<file path="config.mk">
export PLATFORM = sky130hd
export DESIGN_NAME = load_store_unit
export DESIGN_NICKNAME = d
export VERILOG_FILES = /design/src/rtl/load_store_unit.sv
export SDC_FILE = /design/constraint.sdc
export NUM_CORES = 1
export LEC_CHECK = 0
export ABC_AREA = 1
export ABC_CLOCK_PERIOD_IN_PS = 4200
export CORE_AREA = 8 8 107 109
export CTS_CLUSTER_DIAMETER = 200
export CTS_CLUSTER_SIZE = 24
export DETAILED_ROUTE_END_ITERATION = 16
export DIE_AREA = 0 0 115 117
export GPL_ROUTABILITY_DRIVEN = 1
export GPL_TIMING_DRIVEN = 0
export PLACE_DENSITY_LB_ADDON = 0.25
export SLEW_MARGIN = 20
export SYNTH_ARGS = -nofsm -noshare
export SYNTH_HDL_FRONTEND = slang
export SYNTH_SLANG_ARGS = --single-unit
</file>
<file path="constraint.sdc">
create_clock -name clk -period 4.2 [get_ports clk]
set_input_delay 0.42 -clock clk [delete_from_list [all_inputs] [get_ports clk]]
set_output_delay 0.42 -clock clk [all_outputs]
set_load 0.01 [all_outputs]
</file>
<file path="src/rtl/load_store_unit.sv">
`default_nettype none
// ============================================================================
//  Module   : load_store_unit
//  Purpose  : Memory-access stage after the ALU. Accepts one request at a time,
//             runs a handshaked RAM access (wait states allowed) and returns
//             sign/zero-extended load data with a one-cycle response pulse.
//  Options  : MISALIGN_TRAP_EN - when defined, misaligned H/HU/W requests are
//             rejected without a RAM cycle and flagged on RespErr.
//  Revision : 1.0 - initial release
// ============================================================================
module load_store_unit #(
    parameter int ADDR_W = 12           // word-address width, must be <= 30
) (
    input  logic              clk,
    input  logic              rst,
    input  logic              ReqValid,
    output logic              ReqReady,
    input  logic [31:0]       AluRes,
    input  logic [31:0]       StoreData,
    input  logic [2:0]        MemOp,
    input  logic              MemRead,
    input  logic              MemWrite,
    output logic              MemReq,
    output logic              MemWe,
    output logic [ADDR_W-1:0] MemAddr,
    output logic [3:0]        MemBe,
    output logic [31:0]       MemWData,
    input  logic [31:0]       MemRData,
    input  logic              MemAck,
    output logic              RespValid,
    output logic [31:0]       LoadData,
    output logic              RespErr
);

    typedef enum logic [1:0] {
        ST_IDLE   = 2'd0,
        ST_ACCESS = 2'd1,
        ST_RESP   = 2'd2
    } state_t;

    // funct3[1:0] size field; funct3[2] selects zero extension
    localparam logic [1:0] c_SZ_B = 2'b00;
    localparam logic [1:0] c_SZ_H = 2'b01;

    state_t              r_state_q, w_state_d;
    logic [ADDR_W-1:0]   r_addr_q,  w_addr_d;
    logic [3:0]          r_be_q,    w_be_d;
    logic [31:0]         r_wdata_q, w_wdata_d;
    logic                r_we_q,    w_we_d;
    logic [1:0]          r_off_q,   w_off_d;
    logic [2:0]          r_op_q,    w_op_d;
    logic [31:0]         r_load_q,  w_load_d;
`ifdef MISALIGN_TRAP_EN
    logic                r_err_q,   w_err_d;
    logic                w_misalign;
`endif

    logic                w_accept;
    logic [3:0]          w_req_be;
    logic [31:0]         w_req_wdata;
    logic [31:0]         w_fmt;
    logic [7:0]          w_byte;
    logic [15:0]         w_half;

    // Address bits above the RAM window are don't-care
    if (ADDR_W < 30) begin : g_addr_unused
        logic w_unused_hi;
        assign w_unused_hi = ^AluRes[31:ADDR_W+2];
    end

    assign w_accept = ReqValid && (r_state_q == ST_IDLE);

    // Byte enables and lane-replicated write data for the incoming request
    always_comb begin
        w_req_be    = 4'b1111;
        w_req_wdata = StoreData;
        case (MemOp[1:0])
            c_SZ_B: begin
                w_req_be    = 4'b0001 << AluRes[1:0];
                w_req_wdata = {4{StoreData[7:0]}};
            end
            c_SZ_H: begin
                w_req_be    = 4'b0011 << {AluRes[1], 1'b0};
                w_req_wdata = {2{StoreData[15:0]}};
            end
            default: ;
        endcase
    end

`ifdef MISALIGN_TRAP_EN
    // Halfwords need a[0]=0, words need a[1:0]=0; bytes are always aligned
    always_comb begin
        w_misalign = 1'b0;
        if (MemOp[1:0] == c_SZ_H)
            w_misalign = AluRes[0];
        else if (MemOp[1:0] != c_SZ_B)
            w_misalign = (AluRes[1:0] != 2'b00);
    end
`endif

    // Lane select and sign/zero extension of the returned RAM word
    always_comb begin
        w_byte = MemRData[8*r_off_q +: 8];
        w_half = r_off_q[1] ? MemRData[31:16] : MemRData[15:0];
        case (r_op_q[1:0])
            c_SZ_B:  w_fmt = {{24{~r_op_q[2] & w_byte[7]}}, w_byte};
            c_SZ_H:  w_fmt = {{16{~r_op_q[2] & w_half[15]}}, w_half};
            default: w_fmt = MemRData;
        endcase
    end

    // Next-state and request/response datapath
    always_comb begin
        w_state_d = r_state_q;
        w_addr_d  = r_addr_q;
        w_be_d    = r_be_q;
        w_wdata_d = r_wdata_q;
        w_we_d    = r_we_q;
        w_off_d   = r_off_q;
        w_op_d    = r_op_q;
        w_load_d  = r_load_q;
`ifdef MISALIGN_TRAP_EN
        w_err_d   = r_err_q;
`endif
        case (r_state_q)
            ST_IDLE: begin
                if (w_accept) begin
                    w_addr_d  = AluRes[ADDR_W+1:2];
                    w_be_d    = w_req_be;
                    w_wdata_d = w_req_wdata;
                    w_we_d    = MemWrite;      // store wins over load
                    w_off_d   = AluRes[1:0];
                    w_op_d    = MemOp;
`ifdef MISALIGN_TRAP_EN
                    w_err_d   = 1'b0;
`endif
                    if (!(MemRead || MemWrite)) begin
                        w_state_d = ST_RESP;
                        w_load_d  = 32'd0;
`ifdef MISALIGN_TRAP_EN
                    end else if (w_misalign) begin
                        w_state_d = ST_RESP;
                        w_load_d  = 32'd0;
                        w_err_d   = 1'b1;
`endif
                    end else begin
                        w_state_d = ST_ACCESS;
                    end
                end
            end
            ST_ACCESS: begin
                if (MemAck) begin
                    w_state_d = ST_RESP;
                    if (!r_we_q)
                        w_load_d = w_fmt;
                end
            end
            ST_RESP:  w_state_d = ST_IDLE;
            default:  w_state_d = ST_IDLE;
        endcase
    end

    // State and latched request registers; reset abandons any access
    always_ff @(posedge clk or posedge rst) begin
        if (rst) begin
            r_state_q <= ST_IDLE;
            r_addr_q  <= '0;
            r_be_q    <= 4'd0;
            r_wdata_q <= 32'd0;
            r_we_q    <= 1'b0;
            r_off_q   <= 2'd0;
            r_op_q    <= 3'd0;
            r_load_q  <= 32'd0;
`ifdef MISALIGN_TRAP_EN
            r_err_q   <= 1'b0;
`endif
        end else begin
            r_state_q <= w_state_d;
            r_addr_q  <= w_addr_d;
            r_be_q    <= w_be_d;
            r_wdata_q <= w_wdata_d;
            r_we_q    <= w_we_d;
            r_off_q   <= w_off_d;
            r_op_q    <= w_op_d;
            r_load_q  <= w_load_d;
`ifdef MISALIGN_TRAP_EN
            r_err_q   <= w_err_d;
`endif
        end
    end

    assign ReqReady  = (r_state_q == ST_IDLE);
    assign MemReq    = (r_state_q == ST_ACCESS);
    assign MemWe     = r_we_q && MemReq;
    assign MemAddr   = r_addr_q;
    assign MemBe     = r_be_q;
    assign MemWData  = r_wdata_q;
    assign RespValid = (r_state_q == ST_RESP);
    assign LoadData  = r_load_q;
`ifdef MISALIGN_TRAP_EN
    assign RespErr   = r_err_q;
`else
    assign RespErr   = 1'b0;
`endif

endmodule
`default_nettype wire

</file>
==> impl_metrics.json <==
{
  "peakVddDrop_mv": 0.335,
  "path_cells": "inv_1 > nand2_2 > inv_1 > nand2_1 > inv_1 > clkdlybuf4s50_1",
  "timing.fmax_ghz": 0.437,
  "max-clock-path-buffers": 2,
  "cp.arrival_ns": 1.87,
  "r2r_slack_ns": 2.64,
  "grt_use_met2_pct": 37.2,
  "path_class": "reg -> out",
  "post-cts-setup-buffer-count": 0,
  "ios": 190,
  "antenna_found_initial": 0,
  "ant_nets": 0,
  "place_hpwl_microns": 11300,
  "grt_pass1_vias": 4601,
  "rows": 37,
  "p_leak_uw": 0.00311,
  "clk_pin_slew_ns": 0.09,
  "drt_iter0_markers": 190,
  "port-buffer-count": 170,
  "cts.sinks": 88,
  "tns_ns": 0,
  "fillers": 882,
  "cts.repair.resized": 0,
  "totalWireLength_microns": 14500,
  "p_total_uw": 4430,
  "start_util_pct": 44.5,
  "die_h_microns": 117,
  "worstSetupEndpointType": "output port",
  "grt_max_degree": 58,
  "hp-class": "in -> async",
  "vias": 4451,
  "synthCells": 572,
  "drc_errors": 0,
  "cts-hold-fix-buffers": 0,
  "place_area_sq_um": 6310,
  "fin_skew_ns": 0.00748,
  "cp.required_ns": 3.78,
  "syn_to_final_growth_pct": 46.6,
  "syn_nets": 677,
  "multi_input_area_sq_um": 1900,
  "grt-ovfl-total": 0,
  "tightest_slew_ns": 0.627,
  "die_area_sq_um": 13500,
  "status": "completed",
  "fin_crit_sh_pct": 54.5,
  "cts_buffers": 9,
  "max_cap_violations": 0,
  "path_max_fanout": 3,
  "regArea_sq_um": 2200,
  "ys_warn_count": 0,
  "setup_viol": 0,
  "synth_cell_types": 29,
  "routedWlPerCell_microns": 16.2,
  "place.gp.congestion": 0.891,
  "clock_latency_ns": 0.36,
  "grt_pass1_wl_microns": 22900,
  "first_pass_iters": 4,
  "cts_max_level": 3,
  "final_util_pct": 65.3,
  "avgSynthCellArea_sq_um": 7.71,
  "ys_seq_area_share_pct": 49.9,
  "cts_tree": "built",
  "cts_root_buf": "clkbuf_8",
  "period_needed_ns": 2.29,
  "rsz0062_at_grt": "false",
  "gr-max-usage-layer": "met2",
  "timing.slew.headroom_pct": 58.0,
  "crit_path_frequent_cell": "inv_1",
  "core-area_sq_um": 9910,
  "vias_per_cell": 4.98,
  "hold_violations": 0,
  "place_worst_setup_slack_ns": 2.00,
  "grt_use_total_pct": 22.2,
  "fin_nets": 859,
  "die_w_microns": 115,
  "slowest_stage": "clkdlybuf4s50_1",
  "diodes": 0,
  "setup_slack_ns": 1.91,
  "use_met3_pct": 9.03,
  "drive_above_1_share_pct": 7.39,
  "p_per_area_nw_per_um2": 685,
  "critical_path.max_stage_delay_ns": 0.53,
  "final_cell_area_sq_um": 6470,
  "ys_ff_latch": 88,
  "report.final.slew_viol_count": 0,
  "netlist_area_sq_um": 4410,
  "gr-usage-met1_pct": 24.5,
  "startpoint_type": "flip-flop"
}
-- registers in the layout, indices dropped and copies added, names as in the netlist --
signal and count:
MemBe 4, MemWData 32, MemAddr 12, LoadData 32, r_op_q 3, r_off_q 2
r_state_q 2, r_we_q 1
-- cell usage after synthesis --
cell type / number / area share [%]
inv_6: 1 / 0.20
nor3_4: 1 / 0.37
nand2_8: 2 / 0.91
conb_1: 1 / 0.085
o21bai_1: 1 / 0.17
a21o_1: 1 / 0.17
nor3_1: 16 / 1.8
nand2_1: 232 / 20
a31oi_1: 14 / 2.0
dfrtp_1: 88 / 50
nor2_8: 1 / 0.45
inv_1: 25 / 2.1
clkinv_1: 1 / 0.085
nand3b_4: 1 / 0.45
o21ai_0: 28 / 3.2
nor2_2: 1 / 0.14
nand3_1: 28 / 3.2
clkbuf_1: 6 / 0.51
nand2_4: 1 / 0.26
nand4_4: 1 / 0.48
a21oi_1: 38 / 4.3
buf_6: 6 / 1.5
o21ai_2: 2 / 0.40
inv_2: 3 / 0.26
buf_4: 5 / 0.85
buf_2: 12 / 1.4
nor2_1: 51 / 4.3
nand2_2: 4 / 0.57
or2_2: 1 / 0.14
-- path summary, 6_finish.rpt --
kind / start / endpoint / cells past startpoint
max: r_state_q[1] / MemWe / 6
min: rst / LoadData[24] / 2
max reg2reg: r_off_q[1] / LoadData[24] / 11
min in group clk: LoadData[4] / LoadData[4] / 2
min reg2reg: LoadData[4] / LoadData[4] / 2
max in group asynchronous: rst / LoadData[8] / 3
-- cells by family (layout without fill, tap and decap cells) --
| logic type | Yosys count | in the layout | synth area share (%) |
|---|---|---|---|
| AO/OA/AOI/OAI | 84 | 84 | 10.2 |
| flip-flops | 88 | 88 | 49.9 |
| other | 1 | 1 | 0.0850 |
| buffers and inverters | 59 | 245 | 6.92 |
| AND/OR/NAND/NOR | 340 | 340 | 32.9 |
-- worst max-delay path, delay by kind of cell (launching register included) --
kind | cells | cell delay (ns)
flip-flops | 1 | 0.43
AND/OR/NAND/NOR | 2 | 0.20
buffers and inverters | 4 | 0.87
-- per-stage QoR --
step	instances	hold slack [ns]
after floorplan	572	0.506
after global placement	878	0.457
after detailed placement	879	0.459
after CTS	894	0.411
after global routing	894	0.446
final	894	0.411
-- metal layers --
layer	vias up	part of all wire [%]
met5	-	0
met4	0	2.9
met3	24	10
met2	174	47
met1	2070	40
li1	2183	-
-- power breakdown --
part           internal [uW]  switching, uW  total [uW]
registers               1220            226        1450
clock network            212            303         515
logic                   1170           1300        2470
total                   2600           1830        4430
-- layout by cell type, fill, tap and decap left out --
cell             instances
clkbuf_8                 9
clkbuf_1                 9
nand4_4                  1
inv_6                    1
or2_2                    1
a21oi_1                 38
nand3_1                 28
nand2_4                  1
nor2_8                   1
inv_2                    3
inv_1                   24
nand3b_4                 1
nand2_1                232
nand2_2                  4
clkdlybuf4s50_1        170
inv_4                    1
clkinv_1                 1
nor3_1                  16
o21ai_2                  2
buf_2                   12
clkinv_2                 1
nand2_8                  2
o21bai_1                 1
dfrtp_1                 88
nor2_1                  51
nor2_2                   1
a31oi_1                 14
buf_6                    6
conb_1                   1
buf_4                    5
o21ai_0                 28
a21o_1                   1
buf_16                   1
nor3_4                   1
clkinvlp_4               2
-- cell type report --
class / instances / area share, %
clock inverter: 3 / 0.310
sequential: 88 / 34.0
inverter: 30 / 1.86
buffer: 29 / 2.90
tap: 136 / 2.63
timing repair buffer: 171 / 26.7
clock buffer: 12 / 2.09
multi-input combinational: 425 / 29.4
Note: power is estimated with default switching activity, not from simulation.
